==> config.mk <==
export PLATFORM = sky130hd
export DESIGN_NAME = multi_player_controller
export DESIGN_NICKNAME = d
export VERILOG_FILES = /design/src/rtl/multi_player_controller.sv
export SDC_FILE = /design/constraint.sdc
export NUM_CORES = 1
export LEC_CHECK = 0
export ABC_AREA = 1
export CAP_MARGIN = 20
export CORE_MARGIN = 8
export CORE_UTILIZATION = 35
export DETAILED_ROUTE_END_ITERATION = 10
export HOLD_SLACK_MARGIN = 0.05
export PLACE_DENSITY = 0.56
export SLEW_MARGIN = 20
export SYNTH_ARGS = -nofsm -noshare
export SYNTH_HDL_FRONTEND = slang
export SYNTH_SLANG_ARGS = --single-unit
==> constraint.sdc <==
create_clock -name clk -period 3.3 [get_ports clk]
set_clock_uncertainty 0.2 [all_clocks]
set_input_delay 0.825 -clock clk [delete_from_list [all_inputs] [get_ports clk]]
set_output_delay 0.825 -clock clk [all_outputs]
set_load 0.02 [all_outputs]
==> src/rtl/multi_player_controller.sv <==
// Turn-based game controller: serves, scores and lives for up to eight players
// sharing one playfield, with a timed hold between turns.
module multi_player_controller #(
  parameter int NUM_PLAYERS = 2,
  parameter int LIVES_INIT  = 3,
  parameter int LIVES_MAX   = 7,
  parameter int SCORE_W     = 4,
  parameter int WIN_SCORE   = 9,
  parameter int BAD_PENALTY = 1,
  parameter int HOLD_CYCLES = 25000000,
  localparam int unsigned PLAYER_W = (NUM_PLAYERS > 1) ? $clog2(NUM_PLAYERS) : 1
) (
  input  logic               clk,
  input  logic               resetN,
  input  logic               start,
  input  logic               key5IsPressed,
  input  logic               collisionBallObstacleGood,
  input  logic               collisionBallObstacleBad,
  input  logic               collisionBallBottom,
  input  logic               collisionBallCredit,
  input  logic [SCORE_W-1:0] scoreNumber,
  output logic               pause,
  output logic               reset_level,
  output logic               reset_level_pulse,
  output logic [SCORE_W-1:0] score,
  output logic [3:0]         life,
  output logic [PLAYER_W-1:0] player,
  output logic               gameOver,
  output logic               win
);

  localparam int unsigned CNT_W = (HOLD_CYCLES > 1) ? $clog2(HOLD_CYCLES) : 1;

  typedef enum logic [2:0] {IDLE, SERVE, PLAY, HOLD, GAME_OVER, WIN} state_t;

  state_t               state;
  logic [SCORE_W-1:0]   scores [NUM_PLAYERS];
  logic [3:0]           lives  [NUM_PLAYERS];
  logic [CNT_W-1:0]     holdCnt;
  logic                 advance;
  logic                 creditUsed;

  logic startQ, key5Q, goodQ, badQ, bottomQ, creditQ;
  logic startEdge, key5Edge, goodEdge, badEdge, bottomEdge, creditEdge;

  assign startEdge  = start & ~startQ;
  assign key5Edge   = key5IsPressed & ~key5Q;
  assign goodEdge   = collisionBallObstacleGood & ~goodQ;
  assign badEdge    = collisionBallObstacleBad & ~badQ;
  assign bottomEdge = collisionBallBottom & ~bottomQ;
  assign creditEdge = collisionBallCredit & ~creditQ;

  logic [SCORE_W-1:0]  curScore, scoreAdd, scoreSub;
  logic [SCORE_W:0]    scoreSum;
  logic [3:0]          curLife, lifeDec, lifeInc;
  logic                anyWin, allDead, found;
  logic [PLAYER_W-1:0] cand, nextPlayer;

  // Per-player arithmetic and the turn-advance search
  always_comb begin
    curScore   = scores[player];
    curLife    = lives[player];
    scoreSum   = {1'b0, curScore} + {1'b0, scoreNumber};
    scoreAdd   = scoreSum[SCORE_W] ? '1 : scoreSum[SCORE_W-1:0];
    scoreSub   = (curScore >= SCORE_W'(BAD_PENALTY)) ? curScore - SCORE_W'(BAD_PENALTY) : '0;
    lifeDec    = (curLife == 4'd0) ? 4'd0 : curLife - 4'd1;
    lifeInc    = (curLife >= 4'(LIVES_MAX)) ? curLife : curLife + 4'd1;
    anyWin     = 1'b0;
    allDead    = 1'b1;
    found      = 1'b0;
    cand       = '0;
    nextPlayer = player;
    for (int i = 0; i < NUM_PLAYERS; i++) begin
      if (scores[PLAYER_W'(i)] >= SCORE_W'(WIN_SCORE)) anyWin = 1'b1;
      if (lives[PLAYER_W'(i)] != 4'd0) allDead = 1'b0;
    end
    for (int i = 1; i <= NUM_PLAYERS; i++) begin
      cand = PLAYER_W'((int'(player) + i) % NUM_PLAYERS);
      if (!found && lives[cand] != 4'd0) begin
        nextPlayer = cand;
        found      = 1'b1;
      end
    end
    if (NUM_PLAYERS == 1) nextPlayer = '0;
  end

  always_ff @(posedge clk) begin
    if (resetN) begin
      state             <= IDLE;
      for (int i = 0; i < NUM_PLAYERS; i++) begin
        scores[i] <= '0;
        lives[i]  <= 4'(LIVES_INIT);
      end
      player            <= '0;
      holdCnt           <= '0;
      advance           <= 1'b0;
      creditUsed        <= 1'b0;
      // Track live inputs during reset so a level already high at release is not an edge
      startQ            <= start;
      key5Q             <= key5IsPressed;
      goodQ             <= collisionBallObstacleGood;
      badQ              <= collisionBallObstacleBad;
      bottomQ           <= collisionBallBottom;
      creditQ           <= collisionBallCredit;
      pause             <= 1'b1;
      reset_level       <= 1'b1;
      reset_level_pulse <= 1'b0;
      gameOver          <= 1'b0;
      win               <= 1'b0;
      score             <= '0;
      life              <= 4'(LIVES_INIT);
    end else begin
      startQ            <= start;
      key5Q             <= key5IsPressed;
      goodQ             <= collisionBallObstacleGood;
      badQ              <= collisionBallObstacleBad;
      bottomQ           <= collisionBallBottom;
      creditQ           <= collisionBallCredit;
      reset_level_pulse <= 1'b0;

      case (state)
        IDLE, GAME_OVER, WIN: begin
          if (startEdge) begin
            for (int i = 0; i < NUM_PLAYERS; i++) begin
              scores[i] <= '0;
              lives[i]  <= 4'(LIVES_INIT);
            end
            player            <= '0;
            advance           <= 1'b0;
            creditUsed        <= 1'b0;
            score             <= '0;
            life              <= 4'(LIVES_INIT);
            gameOver          <= 1'b0;
            win               <= 1'b0;
            pause             <= 1'b0;
            reset_level       <= 1'b1;
            reset_level_pulse <= 1'b1;
            state             <= SERVE;
          end
        end

        SERVE: begin
          if (key5Edge) begin
            reset_level <= 1'b0;
            state       <= PLAY;
          end
        end

        // One event per cycle, bottom first; the rest of that cycle's edges are dropped
        PLAY: begin
          if (bottomEdge) begin
            lives[player] <= lifeDec;
            life          <= lifeDec;
            advance       <= 1'b1;
            holdCnt       <= CNT_W'(HOLD_CYCLES - 1);
            pause         <= 1'b1;
            reset_level   <= 1'b1;
            state         <= HOLD;
          end else if (goodEdge) begin
            scores[player] <= scoreAdd;
            score          <= scoreAdd;
            advance        <= 1'b0;
            holdCnt        <= CNT_W'(HOLD_CYCLES - 1);
            pause          <= 1'b1;
            reset_level    <= 1'b1;
            state          <= HOLD;
          end else if (badEdge) begin
            scores[player] <= scoreSub;
            score          <= scoreSub;
            advance        <= 1'b0;
            holdCnt        <= CNT_W'(HOLD_CYCLES - 1);
            pause          <= 1'b1;
            reset_level    <= 1'b1;
            state          <= HOLD;
          end else if (creditEdge && !creditUsed) begin
            lives[player] <= lifeInc;
            life          <= lifeInc;
            creditUsed    <= 1'b1;
          end
        end

        HOLD: begin
          if (holdCnt != '0) begin
            holdCnt <= holdCnt - CNT_W'(1);
          end else if (anyWin) begin
            win   <= 1'b1;
            state <= WIN;
          end else if (allDead) begin
            gameOver <= 1'b1;
            state    <= GAME_OVER;
          end else begin
            if (advance) begin
              player <= nextPlayer;
              score  <= scores[nextPlayer];
              life   <= lives[nextPlayer];
            end
            creditUsed        <= 1'b0;
            pause             <= 1'b0;
            reset_level_pulse <= 1'b1;
            state             <= SERVE;
          end
        end

        default: state <= IDLE;
      endcase
    end
  end

endmodule

==> metrics, run 1 <==
CP Data Arrival Time=2.81 ns; Compound-Gate Fraction of Synth Area=12.1%; WP data required=3.17 ns; Worst path slowest cell=o21ai_0; post-synthesis simple-gate area fraction=39.8%; initial core utilization=35.3%; hold buffer count at CTS=0; Total GRT Usage=14.5%; top-area cell type share of the netlist area=23.2%; drc violations=0; post-route ant nets=0; synth unique cells=44; peak supply drop=0.393 mV; RSZ-0062 raised after global routing=no; asr flop ratio synth=0%; Vias/cell=4.76; fraction of layout cells with a size suffix above 1=11.9%; adder-cell share of the synthesized area=3.01%; most common cell after layout, fill and taps aside=nand2_1; Cell Pwr Density=1050 nW/um^2; final slew viol count=0; via count=4094; final wirelength=11.5 mm; crit path max fanout=16; cts repair resizes=0; most frequent cells in the layout=189 x nand2_1, 100 x nor2_1, 68 x inv_1, 51 x dfxtp_1, 42 x nand3_1; CTS Sinks=67; CTS tree=built; post-synth top area cell=dfxtp_1; top cells by area, synth=dfxtp_1 23%, nand2_1 16%, edfxtp_1 11%, nor2_1 8.5%, inv_1 5.8%; leakage=0.00224 uW; Hold/Removal Path Class=flop to flop; Sum Neg Setup Slack=0 ns; setup bufs post-CTS=0; Post-Synth XOR/XNOR Area=2.19%; cell area after synthesis=4400 sq um; Worst-path clk slew=0.06 ns; number of synthesized flops with an enable pin=16; vias in the first global route=3991; HPWL after DPL=8.85 mm; IO buf count=25; Min Clock Period, post-route=2.93 ns; first-pass GRT wire length=19.0 mm; core area=12500 sq um; worst skew pair latency=0.33 ns; number of H-tree levels=3; Post-Syn Instances=654; Final GP Congestion=0.919; fin crit share=88.9%; fin nets=705; Largest stage delay, worst path=0.53 ns; Clock Path Buffers=2; Die Y=128 microns; Area growth syn-to-layout=16.6%; Post-Synthesis Net Count=676; # diodes=0; CTS Buf Count=9; Die Wd=128 microns; Storage cell area=1500 sq um; area occupied by multi-input gates=2510 sq um; f_max=0.341 GHz; design area=5140 sq um; Synth Register Bits=67; routed length per instance=13.3 microns; Fillers=1351; reg2reg setup slack=0.37 ns; Synth Flop Type=dfxtp_1; drt pass-1 iters=6; Final Setup Violations=0; synth warn=0; grt ovf=0; most frequent CP cell=nor2_1; Die Footprint=16400 sq um; Slew Limit Headroom=42.9%; status=completed; Final Hold Fails=0; Post-DP Area=4820 sq um; 1st-iter DRT viols=240; post-synthesis sequential area ratio=34.1%; Post-Synthesis Mean Instance Area=6.73 sq um; Std-Cell Rows=41; Critical Path End Type=flop; largest family of logic cells by synthesized area=simple AND/OR/NAND/NOR gates; cells along the critical path=o21ai_0 > inv_1 > ha_1 > inv_1 > fa_1 > nor2_1 > o21a_1 > nor2_1 > buf_4 > nand3_1 > o21ai_0 > nor2_1; initial antenna violation count=0; crit start category=flop; Max-Cap Viols=0; number of placed I/O pins=26; Slew @ Worst Pin=0.847 ns; root buffer cell=clkbuf_16; Setup CP Type=flop to flop; multiplexer area fraction after synthesis=0%; largest net degree at the start of global routing=31
[where the power goes]
| group | switching [uW] | leakage (uW) | internal (uW) | total, uW |
|---|---|---|---|---|
| sequential | 225 | 0.000574 | 1070 | 1290 |
| clock | 373 | 0.000157 | 652 | 1030 |
| combinational | 1990 | 0.00151 | 1090 | 3080 |
| total | 2590 | 0.00224 | 2810 | 5390 |
[cell families (layout without fill, tap and decap cells)]
logic type                 Yosys count  in the layout
AOI/OAI and AO/OA                   88             88
xor gates and xnor gates            11             11
adders and majority gates           10             10
buffers and inverters               89            123
DFF                                 67             67
and+or+nand+nor                    389            389
[registers in the layout (all words and copies together) (netlist names), 3 cells and up, named ones only]
| register | count |
|---|---|
| state | 3 |
| lives | 8 |
| life | 4 |
| scores | 8 |
| score | 4 |
| holdCnt | 25 |
[worst paths after layout]
| check | cells past startpoint | endpoint | from |
|---|---|---|---|
| worst min register to register | 2 | win | win |
| worst max-delay path | 12 | scores[0][1] | flop |
| worst max register to register | 12 | scores[0][1] | flop |
| worst min-delay path | 2 | win | win |
[layout make-up]
type | count | share of cell area, %
Inverter | 76 | 5.63
Clock inverter | 5 | 1.12
Multi-Input combinational cell | 498 | 49.0
Clock buffer | 11 | 5.14
Sequential cell | 67 | 29.2
Timing Repair Buffer | 31 | 5.75
Tap cell | 172 | 4.19
[metal layers]
layer,track usage (%),vias up,part of all wire (%)
li1,-,2154,-
met1,17.1,1858,46
met2,25.6,68,49
met3,3.12,14,3.2
met4,4.69,0,1.6
met5,0,-,0
[cell usage after synthesis, types with 2 or more instances]
master	n
nor2_2	10
nand3_1	42
edfxtp_1	16
buf_4	2
o211ai_1	8
nor2_4	4
buf_6	4
nand3b_1	4
inv_1	68
o31ai_2	2
a21oi_2	4
nor3_1	3
clkbuf_1	5
nand2_2	7
nand2_1	189
nand3_2	2
xor2_1	6
nand4_1	10
a21oi_1	34
dfxtp_1	51
o21ai_2	7
xnor2_1	5
o21ai_1	5
inv_2	6
o21ai_0	25
nor2_1	100
or2_2	7
ha_1	9
nand2_4	4
[critical path: cells and delay by family (launching register included)]
family	cells	cell delay (ns)
simple gates	4	0.34
buf+inv	3	0.41
flops	1	0.47
compound gates	3	0.84
fa+ha+maj	2	0.43
[through the flow]
step	cells	worst slack, ns	hold slack, ns	utilization (%)	power, uW
2_1_floorplan	654	0.685	0.240	-	3680
3_3_place_gp	844	0.360	0.248	38.6	4360
3_5_place_dp	844	0.289	0.253	38.6	4370
4_1_cts	860	0.393	0.262	41.2	5430
5_1_grt	860	0.179	0.284	41.2	5870
6_report	860	0.366	0.259	41.2	5390
Note: power is estimated with default switching activity, not from simulation.
==> inputs of run 2 (changes only) <==
--- a/config.mk
+++ b/config.mk
@@ -12,7 +12,6 @@
 export DETAILED_ROUTE_END_ITERATION = 10
 export HOLD_SLACK_MARGIN = 0.05
 export PLACE_DENSITY = 0.56
-export SLEW_MARGIN = 20
 export SYNTH_ARGS = -nofsm -noshare
 export SYNTH_HDL_FRONTEND = slang
 export SYNTH_SLANG_ARGS = --single-unit
==> results of run 2 <==
Final layout, timing and power as in run 1 (identical DEF).
